$ cat config.mk
export PLATFORM = sky130hd
export DESIGN_NAME = conv_window_gen_flat
export DESIGN_NICKNAME = d
export VERILOG_FILES = /design/src/rtl/conv_pkg.sv /design/src/rtl/conv_window_gen_if.sv /design/src/rtl/conv_line_buffer.sv /design/src/rtl/conv_window_gen.sv /design/src/flat_wrapper.sv
export SDC_FILE = /design/constraint.sdc
export NUM_CORES = 1
export LEC_CHECK = 0
export CORE_MARGIN = 2
export CORE_UTILIZATION = 50
export CTS_CLUSTER_DIAMETER = 100
export DETAILED_ROUTE_END_ITERATION = 8
export GPL_TIMING_DRIVEN = 0
export PLACE_DENSITY = 0.77
export SYNTH_ARGS = -nofsm -noshare
export SYNTH_HDL_FRONTEND = slang
export SYNTH_SLANG_ARGS = --single-unit
$ cat constraint.sdc
create_clock -name clk -period 7.35 [get_ports clk]
set_input_delay 1.1025 -clock clk [delete_from_list [all_inputs] [get_ports clk]]
set_output_delay 1.1025 -clock clk [all_outputs]
set_load 0.02 [all_outputs]
$ cat src/rtl/conv_pkg.sv
// Constants shared between the window generator and the 3x3 convolution core.
// Window elements are numbered row-major from top-left (0) to bottom-right (8).
package conv_pkg;

  localparam int unsigned DATA_W = 8;
  localparam int unsigned WIN_W  = 9 * DATA_W;

  localparam int unsigned WIN_TL = 0;
  localparam int unsigned WIN_TC = 1;
  localparam int unsigned WIN_TR = 2;
  localparam int unsigned WIN_ML = 3;
  localparam int unsigned WIN_MC = 4;
  localparam int unsigned WIN_MR = 5;
  localparam int unsigned WIN_BL = 6;
  localparam int unsigned WIN_BC = 7;
  localparam int unsigned WIN_BR = 8;

  // Element 0 sits in the most significant slot of the packed window.
  function automatic int unsigned win_lsb(input int unsigned idx, input int unsigned width);
    return (8 - idx) * width;
  endfunction

endpackage

$ cat src/rtl/conv_window_gen_if.sv
// Pixel-in / window-out signal bundle of conv_window_gen.
// The slave modport is the window generator; the master is the pixel source.
interface conv_window_gen_if #(
  parameter int unsigned DATA_W = 8
);

  logic                  i_start;
  logic                  i_pix_valid;
  logic [DATA_W-1:0]     i_pix;
  logic                  o_win_valid;
  logic [9*DATA_W-1:0]   o_win;
  logic                  o_frame_done;

  modport master (
    output i_start,
    output i_pix_valid,
    output i_pix,
    input  o_win_valid,
    input  o_win,
    input  o_frame_done
  );

  modport slave (
    input  i_start,
    input  i_pix_valid,
    input  i_pix,
    output o_win_valid,
    output o_win,
    output o_frame_done
  );

endinterface

$ cat src/rtl/conv_line_buffer.sv
// One image row of pixel storage addressed by column.
// Read is combinational so the old entry is seen before the same-edge write.
module conv_line_buffer #(
  parameter int unsigned Depth = 32,
  parameter int unsigned Width = 8,
  localparam int unsigned AddrW = $clog2(Depth)
) (
  input  logic             clk,
  input  logic             en_i,
  input  logic [AddrW-1:0] addr_i,
  input  logic [Width-1:0] wdata_i,
  output logic [Width-1:0] rdata_o
);

  logic [Width-1:0] mem_q [Depth];

  assign rdata_o = mem_q[addr_i];

  always_ff @(posedge clk) begin
    if (en_i) begin
      mem_q[addr_i] <= wdata_i;
    end
  end

endmodule

$ cat src/rtl/conv_window_gen.sv
// Streaming 3x3 window generator feeding the convolution core; push-only, no backpressure.
// Define WIN_STRIDE2_EN to emit only windows whose top-left lies on an even row and column.
module conv_window_gen
  import conv_pkg::*;
#(
  parameter int unsigned IMG_W  = 32,
  parameter int unsigned IMG_H  = 32,
  parameter int unsigned DATA_W = conv_pkg::DATA_W
) (
  input  logic             clk,
  input  logic             rst_n,
  conv_window_gen_if.slave win_if
);

  localparam int unsigned ColW = $clog2(IMG_W);
  localparam int unsigned RowW = $clog2(IMG_H);
  localparam logic [ColW-1:0] ColLast = ColW'(IMG_W - 1);
  localparam logic [RowW-1:0] RowLast = RowW'(IMG_H - 1);

  logic [ColW-1:0]   col_q, col_d, cur_col;
  logic [RowW-1:0]   row_q, row_d, cur_row;
  logic [DATA_W-1:0] win_q [9];
  logic [DATA_W-1:0] win_d [9];
  logic [DATA_W-1:0] lb0_rd, lb1_rd;
  logic [9*DATA_W-1:0] win_flat;
  logic              accept, emit, last_pix, stride_ok;
  logic              win_valid_q, frame_done_q;

  assign accept = win_if.i_pix_valid;

  // A start pulse retargets the same-cycle pixel to (0,0).
  assign cur_col = win_if.i_start ? '0 : col_q;
  assign cur_row = win_if.i_start ? '0 : row_q;

`ifdef WIN_STRIDE2_EN
  assign stride_ok = ~cur_row[0] & ~cur_col[0];
`else
  assign stride_ok = 1'b1;
`endif

  assign emit     = accept && (cur_row >= RowW'(2)) && (cur_col >= ColW'(2)) && stride_ok;
  assign last_pix = accept && (cur_row == RowLast) && (cur_col == ColLast);

  always_comb begin
    col_d = col_q;
    row_d = row_q;
    if (accept) begin
      if (cur_col == ColLast) begin
        col_d = '0;
        row_d = (cur_row == RowLast) ? '0 : cur_row + 1'b1;
      end else begin
        col_d = cur_col + 1'b1;
        row_d = cur_row;
      end
    end else if (win_if.i_start) begin
      col_d = '0;
      row_d = '0;
    end
  end

  conv_line_buffer #(
    .Depth (IMG_W),
    .Width (DATA_W)
  ) u_lb0 (
    .clk     (clk),
    .en_i    (accept),
    .addr_i  (cur_col),
    .wdata_i (win_if.i_pix),
    .rdata_o (lb0_rd)
  );

  conv_line_buffer #(
    .Depth (IMG_W),
    .Width (DATA_W)
  ) u_lb1 (
    .clk     (clk),
    .en_i    (accept),
    .addr_i  (cur_col),
    .wdata_i (lb0_rd),
    .rdata_o (lb1_rd)
  );

  always_comb begin
    win_d = win_q;
    if (accept) begin
      for (int r = 0; r < 3; r++) begin
        win_d[3*r]     = win_q[3*r + 1];
        win_d[3*r + 1] = win_q[3*r + 2];
      end
      win_d[WIN_TR] = lb1_rd;
      win_d[WIN_MR] = lb0_rd;
      win_d[WIN_BR] = win_if.i_pix;
    end
  end

  always_ff @(posedge clk or negedge rst_n) begin
    if (!rst_n) begin
      col_q        <= '0;
      row_q        <= '0;
      win_valid_q  <= 1'b0;
      frame_done_q <= 1'b0;
      for (int i = 0; i < 9; i++) begin
        win_q[i] <= '0;
      end
    end else begin
      col_q        <= col_d;
      row_q        <= row_d;
      win_valid_q  <= emit;
      frame_done_q <= last_pix;
      win_q        <= win_d;
    end
  end

  always_comb begin
    win_flat = '0;
    for (int i = 0; i < 9; i++) begin
      win_flat[win_lsb(i, DATA_W) +: DATA_W] = win_q[i];
    end
  end

  assign win_if.o_win        = win_flat;
  assign win_if.o_win_valid  = win_valid_q;
  assign win_if.o_frame_done = frame_done_q;

endmodule

$ cat src/flat_wrapper.sv
// flat-port wrapper written by rule: the top's interface ports become plain ports
module conv_window_gen_flat import conv_pkg::*;
#(
  parameter int unsigned IMG_W  = 32,
  parameter int unsigned IMG_H  = 32,
  parameter int unsigned DATA_W = conv_pkg::DATA_W
)
  (clk, rst_n, win_if_i_start, win_if_i_pix_valid, win_if_i_pix, win_if_o_win_valid, win_if_o_win, win_if_o_frame_done);
  conv_window_gen_if #(.DATA_W(DATA_W)) win_if_i ();
  input  logic clk;
  input  logic rst_n;
  input wire logic [$bits(win_if_i.i_start)-1:0] win_if_i_start;
  input wire logic [$bits(win_if_i.i_pix_valid)-1:0] win_if_i_pix_valid;
  input wire logic [$bits(win_if_i.i_pix)-1:0] win_if_i_pix;
  output wire logic [$bits(win_if_i.o_win_valid)-1:0] win_if_o_win_valid;
  output wire logic [$bits(win_if_i.o_win)-1:0] win_if_o_win;
  output wire logic [$bits(win_if_i.o_frame_done)-1:0] win_if_o_frame_done;
  assign win_if_i.i_start = win_if_i_start;
  assign win_if_i.i_pix_valid = win_if_i_pix_valid;
  assign win_if_i.i_pix = win_if_i_pix;
  assign win_if_o_win_valid = win_if_i.o_win_valid;
  assign win_if_o_win = win_if_i.o_win;
  assign win_if_o_frame_done = win_if_i.o_frame_done;
  conv_window_gen #(.IMG_W(IMG_W), .IMG_H(IMG_H), .DATA_W(DATA_W)) u_core (.clk(clk), .rst_n(rst_n), .win_if(win_if_i));
endmodule
== Word level (Yosys, flattened, before mapping) ==
Memory sizes are Yosys's and may differ from the RTL's. A register that Yosys moved wholly into a read port is not among the register bits.
Cells that the tools add are included.
Operators by class
  add/subtract/negate cells: 2
  multiply operators: 0
  div/mod/pow operators: 0
  magnitude comparators: 2
  equal/unequal tests: 2
  shift-type cells: 0
  muxes and demuxes: 9
  bitwise logic cells: 0
  reductions and logical operators: 5
Operator list (number)
  two-way mux 5 bit: 7
  adder 5 x 1 -> 5 bit (second input constant): 2
  equality test 5 bit (second input constant): 2
  >= comparator 5 x 2 -> 1 bit (second input constant): 2
  logical AND 1 bit: 4
  two-way mux 1 bit: 2
  logical NOT 1 bit: 1
Storage, ports and cells
  register bits: 76
  bits in latches: 0
  RAM bits: 512
  bits in read-only memories: 0
  input bits: 12
  output and inout port bits: 74
  word-level logic and storage cells: 34
  memories: 2
Memory list
  u_core.u_lb0.mem_q: words 32, width 8, rd ports 1, clocked after Yosys merged registers in 0, wr ports 1, RTL line conv_line_buffer.sv:15  | logic [Width-1:0] mem_q [Depth];
  u_core.u_lb1.mem_q: words 32, width 8, rd ports 1, clocked after Yosys merged registers in 1, wr ports 1, RTL line conv_line_buffer.sv:15

== Depth between registers and ports, before layout ==
Gate-level depths: netlist of the first run.
  word-level depth: 5
  mapped depth: 10
  mapped depth without buffers: 6

== Modules after synthesis ==
A second synthesis of the first run with hierarchy kept.
Second synthesis, totals
  cells, all modules: 1352
  area total of the unflattened synthesis: 23388.7 µm²
By module, submodules not included
  conv_line_buffer: times used 2, cells each 568, area each 10045.9 µm², seq. area each 7687.4 µm²
  conv_window_gen: times used 1, cells each 216, area each 3296.9 µm², seq. area each 2102.0 µm²

== Worst setup path before layout of the first run ==
No wires, ideal clock.
  kind: input port to flip-flop
  start: input win_if_i_start
  end: memory u_core.u_lb0.mem_q[16][0], enable pin
  library setup time: 0.409 ns
  arrival: 3.277 ns
  data required time: 6.941 ns
  path slack: 3.664 ns
  stages: 7
  path buffers: 2
  path through: nor2b_1 -> inv_2 -> clkbuf_1 -> clkbuf_1 -> ha_1 -> nand2_1 -> nor3_1
Between the ends
  cells in the longest elaborated chain, start to end: 1
Ends and longest elaborated chain
  start: declaration: RTL line flat_wrapper.sv:12  | input wire logic [$bits(win_if_i.i_start)-1:0] win_if_i_start;
  two-way mux 5 bit
  end: declaration: RTL line conv_line_buffer.sv:15
Every way passes these cells.

== Worst setup path in the final report of the first run ==
  start: input win_if_i_start
  end: memory u_core.u_lb1.mem_q[23][6], data pin
Between the ends
  cells in the longest elaborated chain, start to end: 2
Ends and longest elaborated chain
  two-way mux 5 bit
  memory read (32 x 8 bit)
  named net u_core.lb0_rd[6]: RTL line conv_window_gen.sv:24  | logic [DATA_W-1:0] lb0_rd, lb1_rd;
  end: declaration: RTL line conv_line_buffer.sv:15
The timed path passes the listed nets, and every way through them passes these cells.

==> results of run 1 <==
-- routing by layer --
metal,vias to the layer above,global-route usage,share of wire
met5,-,0,0.00013
met1,7635,0.444,0.35
li1,5991,-,-
met4,2,0.198,0.074
met3,322,0.108,0.15
met2,1481,0.495,0.43
-- flip-flops by register name (all words and copies together), names as in the netlist --
register,flops
u_core.col_q,5
u_core.row_q,5
u_core.u_lb0.mem_q,256
u_core.u_lb1.mem_q,256
u_core.win_if.o_frame_done,1
u_core.win_if.o_win,72
u_core.win_if.o_win_valid,1
-- final cells by class --
| class | instances | area [um2] |
|---|---|---|
| fillers | 3442 | 18900 |
| flip-flops and latches | 596 | 17500 |
| multi-input cells | 719 | 5770 |
| clock buffers | 78 | 1560 |
| repair buffers | 123 | 1360 |
| well taps | 607 | 759 |
| plain buffers | 91 | 474 |
| clock inverters | 27 | 248 |
| inverters | 7 | 26.3 |
-- cell families after synthesis --
group / share of synthesized area
AND/OR/NAND/NOR: 0.0524
flip-flops: 0.740
XOR/XNOR: 0.00111
adder cells (fa/ha/maj): 0.00159
AO/OA/AOI/OAI: 0.0830
multiplexers: 0.101
buffers and inverters: 0.0212
-- critical path, stage by stage --
cell and delay [ns]:
clkdlybuf4s50_1 0.86, buf_2 0.51, buf_4 0.30, nor3b_2 1.21, buf_2 0.67, a22oi_1 0.21, nand3_1 0.38, nand3_2 0.80
-- worst max path at each step --
stage / from / to / slack [ns] / cells past startpoint
final: win_if_i_start / u_core.u_lb1.mem_q[23][6] / 1.30 / 8
after global routing: win_if_i_start / u_core.u_lb1.mem_q[18][6] / 1.51 / 8
after CTS: win_if_i_start / u_core.u_lb1.mem_q[22][1] / 1.44 / 9
after detailed placement: win_if_i_start / u_core.u_lb1.mem_q[20][1] / 0.80 / 8
after global placement: win_if_i_start / u_core.u_lb0.mem_q[16][1] / -0.09 / 8
after floorplan: win_if_i_start / u_core.u_lb0.mem_q[16][0] / 3.66 / 7
-- power by group through the flow --
stage	sequential, mW	combinational [mW]	clock (mW)
2_1_floorplan	4.08	0.480	0
3_3_place_gp	4.00	1.14	0
3_5_place_dp	4.00	1.17	0
4_1_cts	3.94	1.17	2.90
5_1_grt	3.94	1.24	3.03
6_report	3.93	1.23	2.90
-- stage by stage --
step | power (mW) | cells
2_1_floorplan | 4.56 | 1413
3_3_place_gp | 5.14 | 2105
3_5_place_dp | 5.17 | 2140
4_1_cts | 8.00 | 2245
5_1_grt | 8.21 | 2248
6_report | 8.06 | 2248
-- layout by cell type, fill, tap and decap left out, types with 17 or more instances in the layout --
| cell type | n |
|---|---|
| a221oi_1 | 21 |
| a22oi_1 | 21 |
| o221ai_1 | 17 |
| clkdlybuf4s50_1 | 76 |
| clkbuf_16 | 59 |
| buf_8 | 23 |
| edfxtp_1 | 512 |
| a21oi_1 | 45 |
| nand2_1 | 66 |
| nor2_1 | 40 |
| nor2_2 | 24 |
| a211oi_1 | 28 |
| buf_4 | 23 |
| mux2i_1 | 99 |
| clkbuf_1 | 54 |
| dfrtp_1 | 84 |
| mux4_2 | 21 |
| o21ai_0 | 26 |
| nor2b_1 | 31 |
| mux2_2 | 81 |
| buf_2 | 39 |
| nand3_1 | 20 |
==> results.txt, run 1 <==
Status: finished, violations left
Failing checks: max-capacitance violations, max-slew violations
Reg2reg path depth: 7
Slew @ Worst Pin: 1.50 ns
YS warnings: 0
Crit path DAT: 6.10 ns
Distinct cells, synth: 76
Final Wtd Congestion: 1.00
Min Clock Period, post-route: 6.05 ns
R2r setup slk: 2.28 ns
Psw: 2.17 mW
TritonCTS Buffers: 58
Top post-synthesis cells by count: edfxtp_1 (512), mux2i_1 (99), dfrtp_1 (84), mux2_2 (81), nand2_1 (67)
VDD IR-drop max: 0.285 mV
Clock skew: 0.0146 ns
Wire per inst: 37.0 um
Hold buffers post-CTS: 0
Relative slew margins: -0.00482
PwrDens: 291 nW/um2
Setup TNS: 0 ns
Total clock sinks: 596
Layout Cell Area excl Fill: 27700 um2
RSZ-0062 raised after global routing: no
DR iter-0 viols: 2549
Starting Density: 0.507
Max-Cap Viols: 1
Fmax: 165 MHz
Via/cell ratio: 6.86
Antenna violations before repair: 4
Cell Area, Synth: 23600 um2
Yosys top cell area share: 0.651
Placement Setup Slack: 0.798 ns
Combinational group share of total power: 0.152
Count of pins over their slew limit: 10
Clock Root Buffer: clkbuf_16
Die height: 221 um
Die Area: 49000 um2
Seq cells post-synth: 596
Layout cell share with drive strength beyond 1: 0.205
Crit Path Class: primary input to flop
Ant diodes: 0
Core ar.: 46600 um2
Yosys top cell by area: edfxtp_1
Post-cts resize count: 0
Largest net degree at the start of global routing: 70
Final setup violation count: 0
Overall Global Routing Usage: 0.338
Post-CTS Setup Bufs: 0
Vias in the first global route: 14700
Synth Area per Inst: 16.7 um2
Register area share after synthesis: 0.740
Leakage Power: 9.33 nW
First-pass GRT wire length: 115 mm
H-tree depth: 2
Top_reg_cell synth: edfxtp_1
Total gr overflow: 0
Critical Path Source Type: primary input
Setup crit end kind: flop
Share of flip-flops with an asynchronous set or reset: 0.141
Power Internal: 5.89 mW
Syn Nets: 1428
RR Endpoint: u_core.u_lb1.mem_q[11][5]
Clock share of power: 0.360
Nets: 1611
Worst Slack Setup Final: 1.30 ns
Sequential power share: 0.488
DRT Pass-1 Iters: 6
Post-route DRC: 0
Number of synthesized flops with an enable pin: 512
Fin util: 0.594
Die X: 221 um
IO Port Bufs: 85
Layout area overhead: 17.2%
Hold WC Path Type: primary input to asynchronous set/reset pin
Crit Path Max Fanout: 32
Switching Share: 0.270
Worst hold slack: 0.345 ns
Synthesized instance count: 1413
Post-DP Area: 25800 um2
Final ANT Viol Nets: 0
Synth top area cells: edfxtp_1 (65%), dfrtp_1 (8.9%), mux2i_1 (4.2%)
Max Root-Sink Buffers: 3
Post-DP HPWL: 54.5 mm
Final Hold Vio Count: 0
Final period utilization: 0.823
Total wire length: 83.3 mm
Clock-pin slew on the worst setup and hold paths: 0.06 ns
CTS tree: done
I/O pin total: 86
Standard-cell row count: 79
Worst reg2reg path startpoint: u_core.col_q[2]
Vias: 15400
Worst-skew pair later-pin latency: 0.63 ns
Cell with the most instances after synthesis: edfxtp_1
Critical Path RT: 7.40 ns
No activity file was read; power rests on OpenSTA's default activity.
==> run 2, diff against run 1 <==
Clock period 7.35 ns to 5.9 ns, I/O delays scaled along.
==> results of run 2 <==
The final DEF is identical to that of run 1. Status: finished, violations left: max-capacitance violations, max-slew violations.
Main changes from that run: setup slack after placement 0.798 ns -> -0.435 ns; setup slack after layout 1.30 ns -> 0.0715 ns; hold slack 0.345 ns -> 0.127 ns; register-to-register setup slack 2.28 ns -> 0.83 ns; total power 8.06 mW -> 10.0 mW; worst IR drop on VDD 0.285 mV -> 0.355 mV
==> run 3, diff against run 2 <==
Settings changed: CORE_UTILIZATION 50 to 35, PLACE_DENSITY 0.77 to 0.61, SKIP_LAST_GASP from default to 1.
==> run 3 against run 2 <==
  * The run ends with max-capacitance violations, max-slew violations, negative setup slack left
  * Worst setup slack worse by 0.13 ns
  * Via count down 1.3%
  * Final area rose by 2.0%
==> results.txt, run 3 (synthesis gave the netlist of run 1 again) <==
Status: finished, violations left
Failing checks: max-capacitance violations, max-slew violations, negative setup slack
Slew @ Worst Pin: 1.56 ns
Clock share of power: 0.381
Worst reg2reg path startpoint: u_core.col_q[2]
Die height: 264 um
Clock Root Buffer: clkbuf_16
Layout area overhead: 19.6%
Die Area: 69600 um2
H-tree depth: 3
Fmax: 168 MHz
Post-cts resize count: 0
Total clock sinks: 596
Power Internal: 7.57 mW
# fillers: 5944
Hold buffers post-CTS: 0
R2r setup slk: 0.48 ns
Largest net degree at the start of global routing: 48
Final setup violation count: 16
Total gr overflow: 0
Critical path, cell by cell: clkdlybuf4s50_1 -> nor2b_1 -> inv_2 -> clkbuf_1 -> a311oi_1 -> nor4_1 -> nand2_1
TritonCTS Buffers: 67
Antenna violations before repair: 8
Post-DP HPWL: 57.3 mm
Setup crit end kind: flop
Critical Path Source Type: primary input
Clock-pin slew on the worst setup and hold paths: 0.06 ns
Crit path buf inv count: 3
Count of pins over their slew limit: 4
DR iter-0 viols: 2729
Max-Cap Viols: 1
CTS tree: done
Crit Path Class: primary input to flop
Critical Path RT: 5.99 ns
Post-CTS Setup Bufs: 0
CP max stage delay: 1.32 ns
Most frequent cells in the layout: edfxtp_1 (512), mux2i_1 (99), dfrtp_1 (84)
RR Endpoint: u_core.u_lb1.mem_q[7][5]
Standard-cell row count: 95
RSZ-0062 raised after global routing: no
Leakage Power: 9.47 nW
Commonest non-fill, non-tap cell in the layout: edfxtp_1
Wire per inst: 34.3 um
Vias in the first global route: 14300
Starting Density: 0.352
Final ANT Viol Nets: 0
Min Clock Period, post-route: 5.96 ns
Vias: 15200
Clock skew: 0.0285 ns
Relative slew margins: -0.0491
DRT Pass-1 Iters: 5
Post-route DRC: 0
Core ar.: 67000 um2
First-pass GRT wire length: 118 mm
Worst Slack Setup Final: -0.0601 ns
Via/cell ratio: 6.02
PwrDens: 367 nW/um2
Sequential power share: 0.473
CP delay by family, top: simple AND/OR/NAND/NOR gates
Switching Share: 0.269
Combinational group share of total power: 0.146
Final period utilization: 1.01
Overall Global Routing Usage: 0.247
Crit path DAT: 6.05 ns
Die X: 264 um
VDD IR-drop max: 0.169 mV
Total wire length: 86.7 mm
Psw: 2.78 mW
Placement Setup Slack: -0.884 ns
Worst-skew pair later-pin latency: 0.62 ns
Setup TNS: -0.841 ns
Layout cell share with drive strength beyond 1: 0.210
Crit Path Max Fanout: 16
Final Wtd Congestion: 0.965
I/O pin total: 86
Worst path slowest cell: nor4_1
IO Port Bufs: 85
Nets: 1621
Final Hold Vio Count: 0
Reg2reg path depth: 7
Hold WC Path Type: primary input to asynchronous set/reset pin
Max Root-Sink Buffers: 3
## run 3: changes by cell type in the layout (fill, tap and decap cells not counted), moves of 2 or more
cell | before | now
buf_6 | 12 | 15
buf_8 | 23 | 21
bufinv_16 | 4 | 2
clkbuf_1 | 54 | 51
clkbuf_16 | 59 | 69
clkbuf_8 | 1 | 3
clkinv_1 | 10 | 16
clkinv_2 | 7 | 11
clkinvlp_4 | 6 | 2
nand2_1 | 66 | 68
## run 3: metal layers
metal / GRT usage / vias to the layer above / wire, um
li1: - / 6032 / -
met1: 0.343 / 7796 / 34500
met2: 0.368 / 1174 / 37500
met3: 0.0584 / 228 / 10200
met4: 0.111 / 2 / 4530
met5: 0 / - / 67
## run 3: worst max-delay path by stage
stage,startpoint,end,slack (ns),cells after the start
after floorplan,win_if_i_start,u_core.u_lb0.mem_q[16][0],2.43,7
after global placement,win_if_i_start,u_core.u_lb0.mem_q[16][6],-1.52,8
after detailed placement,win_if_i_start,u_core.u_lb1.mem_q[14][5],-0.88,8
after CTS,win_if_i_start,u_core.u_lb1.mem_q[13][1],0.06,8
after global routing,win_if_i_start,u_core.u_lb1.mem_q[11][5],0.16,8
final,win_if_i_start,u_core.u_lb1.mem_q[7][5],-0.06,7
## run 3: area by class of cell
type                            instances  area, um2  area share
Timing Repair Buffer                  123       1360      0.0481
Clock inverter                         32        216     0.00767
Multi-Input combinational cell        720       5770       0.204
Clock buffer                           87       1820      0.0646
Antenna cell                            1       2.50   0.0000886
Buffer                                 91        474      0.0168
Tap cell                              873       1090      0.0387
Inverter                                7       26.3    0.000931
Sequential cell                       596      17500       0.619
## run 3: power by group through the flow
stage	combinational, mW	clock (mW)	sequential [mW]
global placement	1.44	0	4.99
finish	1.51	3.94	4.90
floorplan	0.598	0	5.08
detailed placement	1.47	0	4.99
CTS	1.47	3.97	4.90
global route	1.53	4.13	4.91
## run 3: worst reg2reg max path: stages, from the launching register on
cell and delay (ns):
dfrtp_1 0.35, buf_2 0.42, buf_2 0.53, clkinv_1 0.65, nand2_1 0.54, a211oi_1 0.14, nor4_1 1.31, nand2_1 0.96
## run 3: stage by stage
step / hold slack (ns) / utilization / power [mW] / area, um2 / cells
after floorplan: 0.534 / - / 5.67 / 23600 / 1413
after global placement: 0.491 / 0.381 / 6.43 / 25600 / 2371
after detailed placement: 0.495 / 0.390 / 6.46 / 26200 / 2409
after CTS: 0.289 / 0.421 / 10.3 / 28200 / 2529
after global routing: 0.303 / 0.421 / 10.6 / 28200 / 2529
final: 0.282 / 0.421 / 10.3 / 28200 / 2530
